==> src/rtl/aibio_pvtmon_scan_ctrl.sv <==
// PVT monitor scan sequencer: walks the enabled sensor channels in ascending order,
// settling, triggering and collecting one measurement (or timeout) per channel.
module aibio_pvtmon_scan_ctrl #(
   parameter int SETTLE_CYC  = 16,
   parameter int TIMEOUT_CYC = 1024,
   parameter int CNT_W       = 10
) (
   input  logic             clk,
   input  logic             rst,
   input  logic             vdd,
   input  logic             vss,
   input  logic             start,
   input  logic             stop,
   input  logic             continuous,
   input  logic [7:0]       ch_mask,
   input  logic             meas_done,
   input  logic [CNT_W-1:0] meas_val,
   output logic [2:0]       sel,
   output logic             meas_start,
   output logic             busy,
   output logic             result_valid,
   output logic [2:0]       result_ch,
   output logic [CNT_W-1:0] result_data,
   output logic             result_to,
   output logic             scan_done
);

   localparam logic [1:0] S_IDLE   = 2'd0;
   localparam logic [1:0] S_SETTLE = 2'd1;
   localparam logic [1:0] S_TRIG   = 2'd2;
   localparam logic [1:0] S_WAIT   = 2'd3;

   localparam int CNT_MAX = (SETTLE_CYC > TIMEOUT_CYC) ? SETTLE_CYC : TIMEOUT_CYC;
   localparam int CW      = $clog2(CNT_MAX) + 1;

   // Counter is cleared in TRIG, so the last WAIT cycle is TIMEOUT_CYC-1 cycles after TRIG.
   localparam logic [CW-1:0] SETTLE_LAST = CW'(SETTLE_CYC - 1);
   localparam logic [CW-1:0] WAIT_LAST   = CW'(TIMEOUT_CYC - 2);

   logic [1:0]       r_state;
   logic [2:0]       r_sel;
   logic [7:0]       r_mask;
   logic             r_cont;
   logic [CW-1:0]    r_cnt;
   logic             r_result_valid;
   logic [2:0]       r_result_ch;
   logic [CNT_W-1:0] r_result_data;
   logic             r_result_to;
   logic             r_scan_done;

   logic [7:0]       w_above;
   logic             w_has_next;
   logic [2:0]       w_next_ch;
   logic [2:0]       w_first_new;
   logic [2:0]       w_first_lat;
   logic             w_timeout;
   logic             w_unused_supply;

   function automatic logic [2:0] f_lowest(input logic [7:0] m);
      f_lowest = 3'd0;
      for (int i = 7; i >= 0; i--) begin
         if (m[i]) f_lowest = 3'(i);
      end
   endfunction

   assign w_above         = r_mask & (8'hFE << r_sel);
   assign w_has_next      = |w_above;
   assign w_next_ch       = f_lowest(w_above);
   assign w_first_new     = f_lowest(ch_mask);
   assign w_first_lat     = f_lowest(r_mask);
   assign w_timeout       = (r_cnt == WAIT_LAST);
   assign w_unused_supply = vdd ^ vss;

   always_ff @(posedge clk) begin
      if (rst) begin
         r_state        <= S_IDLE;
         r_sel          <= 3'd0;
         r_mask         <= 8'd0;
         r_cont         <= 1'b0;
         r_cnt          <= '0;
         r_result_valid <= 1'b0;
         r_result_ch    <= 3'd0;
         r_result_data  <= '0;
         r_result_to    <= 1'b0;
         r_scan_done    <= 1'b0;
      end else begin
         r_result_valid <= 1'b0;
         r_scan_done    <= 1'b0;
         if (stop) begin
            // Abort drops any in-flight result; sel keeps its last value.
            r_state <= S_IDLE;
            r_cnt   <= '0;
         end else begin
            case (r_state)
               S_IDLE: begin
                  if (start && (ch_mask != 8'd0)) begin
                     r_state <= S_SETTLE;
                     r_sel   <= w_first_new;
                     r_mask  <= ch_mask;
                     r_cont  <= continuous;
                     r_cnt   <= '0;
                  end
               end
               S_SETTLE: begin
                  if (r_cnt == SETTLE_LAST) begin
                     r_state <= S_TRIG;
                  end else begin
                     r_cnt <= r_cnt + 1'b1;
                  end
               end
               S_TRIG: begin
                  r_state <= S_WAIT;
                  r_cnt   <= '0;
               end
               default: begin
                  if (meas_done || w_timeout) begin
                     r_result_valid <= 1'b1;
                     r_result_ch    <= r_sel;
                     r_result_data  <= meas_done ? meas_val : '0;
                     r_result_to    <= ~meas_done;
                     r_cnt          <= '0;
                     if (w_has_next) begin
                        r_state <= S_SETTLE;
                        r_sel   <= w_next_ch;
                     end else begin
                        r_scan_done <= 1'b1;
                        if (r_cont) begin
                           r_state <= S_SETTLE;
                           r_sel   <= w_first_lat;
                        end else begin
                           r_state <= S_IDLE;
                        end
                     end
                  end else begin
                     r_cnt <= r_cnt + 1'b1;
                  end
               end
            endcase
         end
      end
   end

   assign sel          = r_sel;
   assign meas_start   = (r_state == S_TRIG);
   assign busy         = (r_state != S_IDLE);
   assign result_valid = r_result_valid;
   assign result_ch    = r_result_ch;
   assign result_data  = r_result_data;
   assign result_to    = r_result_to;
   assign scan_done    = r_scan_done;

endmodule

==> config.mk <==
export PLATFORM = sky130hd
export DESIGN_NAME = aibio_pvtmon_scan_ctrl
export DESIGN_NICKNAME = d
export VERILOG_FILES = /design/src/rtl/aibio_pvtmon_scan_ctrl.sv
export SDC_FILE = /design/constraint.sdc
export NUM_CORES = 1
export LEC_CHECK = 0
export ABC_AREA = 1
export CAP_MARGIN = 20
export CORE_UTILIZATION = 51
export DETAILED_ROUTE_END_ITERATION = 10
export HOLD_SLACK_MARGIN = 0.12
export PLACE_DENSITY = 0.83
export SETUP_SLACK_MARGIN = 0.5
export SLEW_MARGIN = 20
export SYNTH_ARGS = -nofsm -noshare
export SYNTH_HDL_FRONTEND = slang
export SYNTH_SLANG_ARGS = --single-unit
==> constraint.sdc <==
create_clock -name clk -period 1.8 [get_ports clk]
set_input_delay 0.18 -clock clk [delete_from_list [all_inputs] [get_ports clk]]
set_output_delay 0.18 -clock clk [all_outputs]
set_load 0.005 [all_outputs]
==> impl_metrics.py <==
metrics = {
    "status": {
        "result_of_the_run": "completed",
    },
    "logic_synthesis": {
        "post-synth-top-area-fraction_pct": 34.86,
        "synth.ff_latch_count": 41,
        "fraction_of_registers_with_async_set_or_reset_after_synthesis_pct": 0,
        "yosys-top-cells-count": "nand2_1, dfxtp_1, inv_1",
        "ys.warnings.count": 0,
        "synth.top_cells.by_area": "dfxtp_1, nand2_1, a21oi_1, inv_1, nor2_1",
        "synth_area_per_cell_um2": 6.541,
        "ys_dominant_reg_cell": "dfxtp_1",
        "synthDistinctLibCells": 32,
        "netlist_area_um2": 2355,
        "synth-edff-count": 0,
        "count_leader_synth": "nand2_1",
        "yosysSeqAreaShare_pct": 34.86,
        "yosys.area.top_type": "dfxtp_1",
        "mappedNetlistNets": 393,
        "mapped_cells": 360,
    },
    "floorplanning": {
        "floorplan.die.width_um": 69.95,
        "rows": 24,
        "die_h_um": 69.95,
        "boundaryPins": 47,
        "core-area_um2": 4384,
        "die-area_um2": 4893,
        "start_util_pct": 53.71,
    },
    "timing": {
        "tightest_slew_ns": 0.5491,
        "finalClockSkew_ns": 0.004284,
        "final_critical_path_setup_slack_ns": 0.1538,
        "timing.fmax_mhz": 607.5,
        "timing.setup.tns_ns": 0,
        "rsz0062_at_grt": "yes",
        "timing.final.crit_share_pct": 91.45,
        "setup_viol": 0,
        "max-slew-margin-rel_pct": 63.35,
        "maxSlewViolCount": 0,
        "hold_viol": 0,
        "finalCriticalPeriod_ns": 1.646,
    },
    "finish": {
        "finalNonFillerCells": 510,
        "num-nets-final": 490,
        "layout.area.seq_um2": 872.1,
        "num_antenna_cells": 0,
        "nFillCells": 197,
        "finish.instance_area_um2": 3854,
        "area_growth_pct": 63.66,
        "final_layout_size_suffix_gt1_share_pct": 41.05,
        "multiInputGateArea_um2": 1759,
    },
    "pwr": {
        "powerDensity_nw_per_um2": 654.9,
        "peakVddDrop_uv": 591.3,
        "total_power_mw": 2.524,
        "power.combinational.fraction_pct": 30.2,
        "netSwitchingPower_mw": 0.8651,
        "pwr-share-clk_pct": 30.9,
        "total_leakage_power_nw": 1.745,
        "power_report.internal_total_mw": 1.659,
        "seq_power_share_pct": 38.9,
        "p_sw_share_pct": 34.28,
    },
    "route": {
        "post-route-drc-count": 0,
        "detailedRoute.firstIterationViolations": 474,
        "route.detailed.vias_per_inst": 6.363,
        "detail_route.wirelength_um": 9833,
        "avgRoutedWirePerCell_um": 19.28,
        "vias": 3245,
        "first_pass_iters": 6,
        "residual_antenna_violating_net_count_after_detailed_routing": 0,
    },
    "critical_path": {
        "end_kind": "flop",
        "arrival_ns": 1.84,
        "timing.critical_path.fanout_max": 5,
        "startpoint_type": "flop",
        "crit_path_kind": "reg2reg",
        "cp_data_required_time_ns": 1.99,
    },
    "grt": {
        "maximum_number_of_pins_on_one_net_before_global_route_repair": 16,
        "grt_pass1_vias": 2853,
        "globalRouteTotalUtil_pct": 33.20,
        "grt_antenna_before_repair": 0,
        "first_pass_grt_wire_length_um": 12940,
        "grt_overflow_total": 0,
    },
    "placement": {
        "buffer_ports.inserted": 44,
        "detailed_place.area_um2": 2968,
        "pre_cts_slack_ns": -0.04182,
        "dp_cells": 463,
        "gpl.final_weighted_congestion": 0.9897,
        "dp_hpwl_um": 4555,
    },
    "cts": {
        "ctsLongestPathBuffers": 2,
        "cts_tree": "built",
        "clkLatencyLatePin_ns": 0.30,
        "numCtsBuffers": 5,
        "clkTransAtPathRegs_ns": 0.09,
        "clock_sinks": 41,
        "htreeDepth": 2,
        "root_buffer": "clkbuf_8",
    },
    "min_path": {
        "worst_hold_path_type": "in2reg",
    },
    "run": {
        "max_cap_viol_count": 0,
    },
}
-- power groups by stage --
stage                     clock network (mW)  logic [mW]  registers [mW]
after floorplan                            0       0.303           0.992
after global placement                     0       0.461            1.00
after detailed placement                   0       0.471            1.00
after CTS                              0.776       0.600           0.973
after global routing                   0.818       0.796           0.983
final                                  0.781       0.762           0.981
-- cells by family after synthesis --
family | count (synthesis) | synth area share (%)
AND/OR/NAND/NOR | 195 | 36.72
AO/OA/AOI/OAI | 62 | 13.98
buffers and inverters | 51 | 9.245
flip-flops | 41 | 34.86
adder cells (fa/ha/maj) | 7 | 3.719
XOR/XNOR | 4 | 1.488
-- cells in the final DEF (no fill, tap or decap), types with 2 or more instances in the layout --
cell / count
clkdlybuf4s50_1: 22
xor2_1: 3
o21ai_2: 5
ha_1: 2
inv_1: 29
clkbuf_8: 5
nand3_1: 14
nand2_1: 72
dlygate4sd2_1: 17
dfxtp_4: 10
a21oi_1: 23
dfxtp_1: 20
nand2_2: 25
o21ai_1: 9
dfxtp_2: 11
nor2_2: 5
inv_2: 2
nand3_2: 11
o21ai_0: 7
nor4_1: 2
inv_4: 8
nor2_4: 12
buf_6: 10
dlymetal6s2s_1: 3
inv_6: 2
a21oi_2: 13
buf_4: 41
ha_4: 5
clkinvlp_4: 2
nand4_1: 9
nand2_4: 10
nor3_1: 6
nor2_1: 26
-- metal layers --
| metal | up-vias | global-route usage [%] | routed length, um |
|---|---|---|---|
| met5 | - | 0 | 0 |
| met1 | 1475 | 37.18 | 3521 |
| met4 | 0 | 22.00 | 836 |
| met3 | 106 | 7.504 | 967 |
| met2 | 287 | 56.09 | 4508 |
| li1 | 1377 | - | - |
-- worst paths after layout --
| path | startpoint | to | slack [ns] | cells after the start |
|---|---|---|---|---|
| worst max-delay path | r_state[0]$_SDFFE_PP0P_ | r_state[1]$_SDFFE_PP0P_ | 0.15 | 9 |
| worst max register to register | r_state[0]$_SDFFE_PP0P_ | r_state[1]$_SDFFE_PP0P_ | 0.15 | 9 |
| worst min register to register | result_data[2]$_SDFFE_PP0P_ | result_data[2]$_SDFFE_PP0P_ | 0.46 | 2 |
| worst min-delay path | ch_mask[6] | r_mask[6]$_SDFFE_PP0P_ | 0.26 | 3 |
-- registers in the layout, summed over array words and instances (netlist names) --
| register | count |
|---|---|
| r_cnt | 11 |
| result_data | 10 |
| r_mask | 8 |
| result_ch | 3 |
| sel | 3 |
| r_state | 2 |
| r_cont | 1 |
| result_to | 1 |
| result_valid | 1 |
| scan_done | 1 |
-- critical path: stages (launching register included) --
cell	delay [ns]
dfxtp_4	0.36
buf_6	0.10
inv_6	0.04
ha_4	0.18
nor2_1	0.19
nand2_1	0.13
nor2_1	0.16
nor2_2	0.08
o21ai_0	0.23
nor2_1	0.07
-- per-stage QoR --
step / utilization, % / hold WS, ns
floorplan: - / 0.2424
detailed placement: 67.69 / 0.4575
global route: 87.90 / 0.2890
finish: 87.90 / 0.2553
CTS: 80.19 / 0.4217
global placement: 67.69 / 0.4522
-- final cells by class --
type                            instances  share of cell area, %
Sequential cell                        41                  22.63
Timing Repair Buffer                   95                  21.98
Tap cell                               52                  1.688
Clock buffer                            5                  1.786
Multi-Input combinational cell        271                  45.65
Clock inverter                          3                  1.201
Inverter                               43                  5.065
-- timing repair --
item,in CTS,in global routing
pin swaps,27,30
endpoints found under the hold margin,0,0
buffers inserted,25,11
hold buffers,0,0
gates cloned,3,0
endpoints found under the setup margin,60,44
resized for setup,112,74
Power figures use the tool's default switching activity.
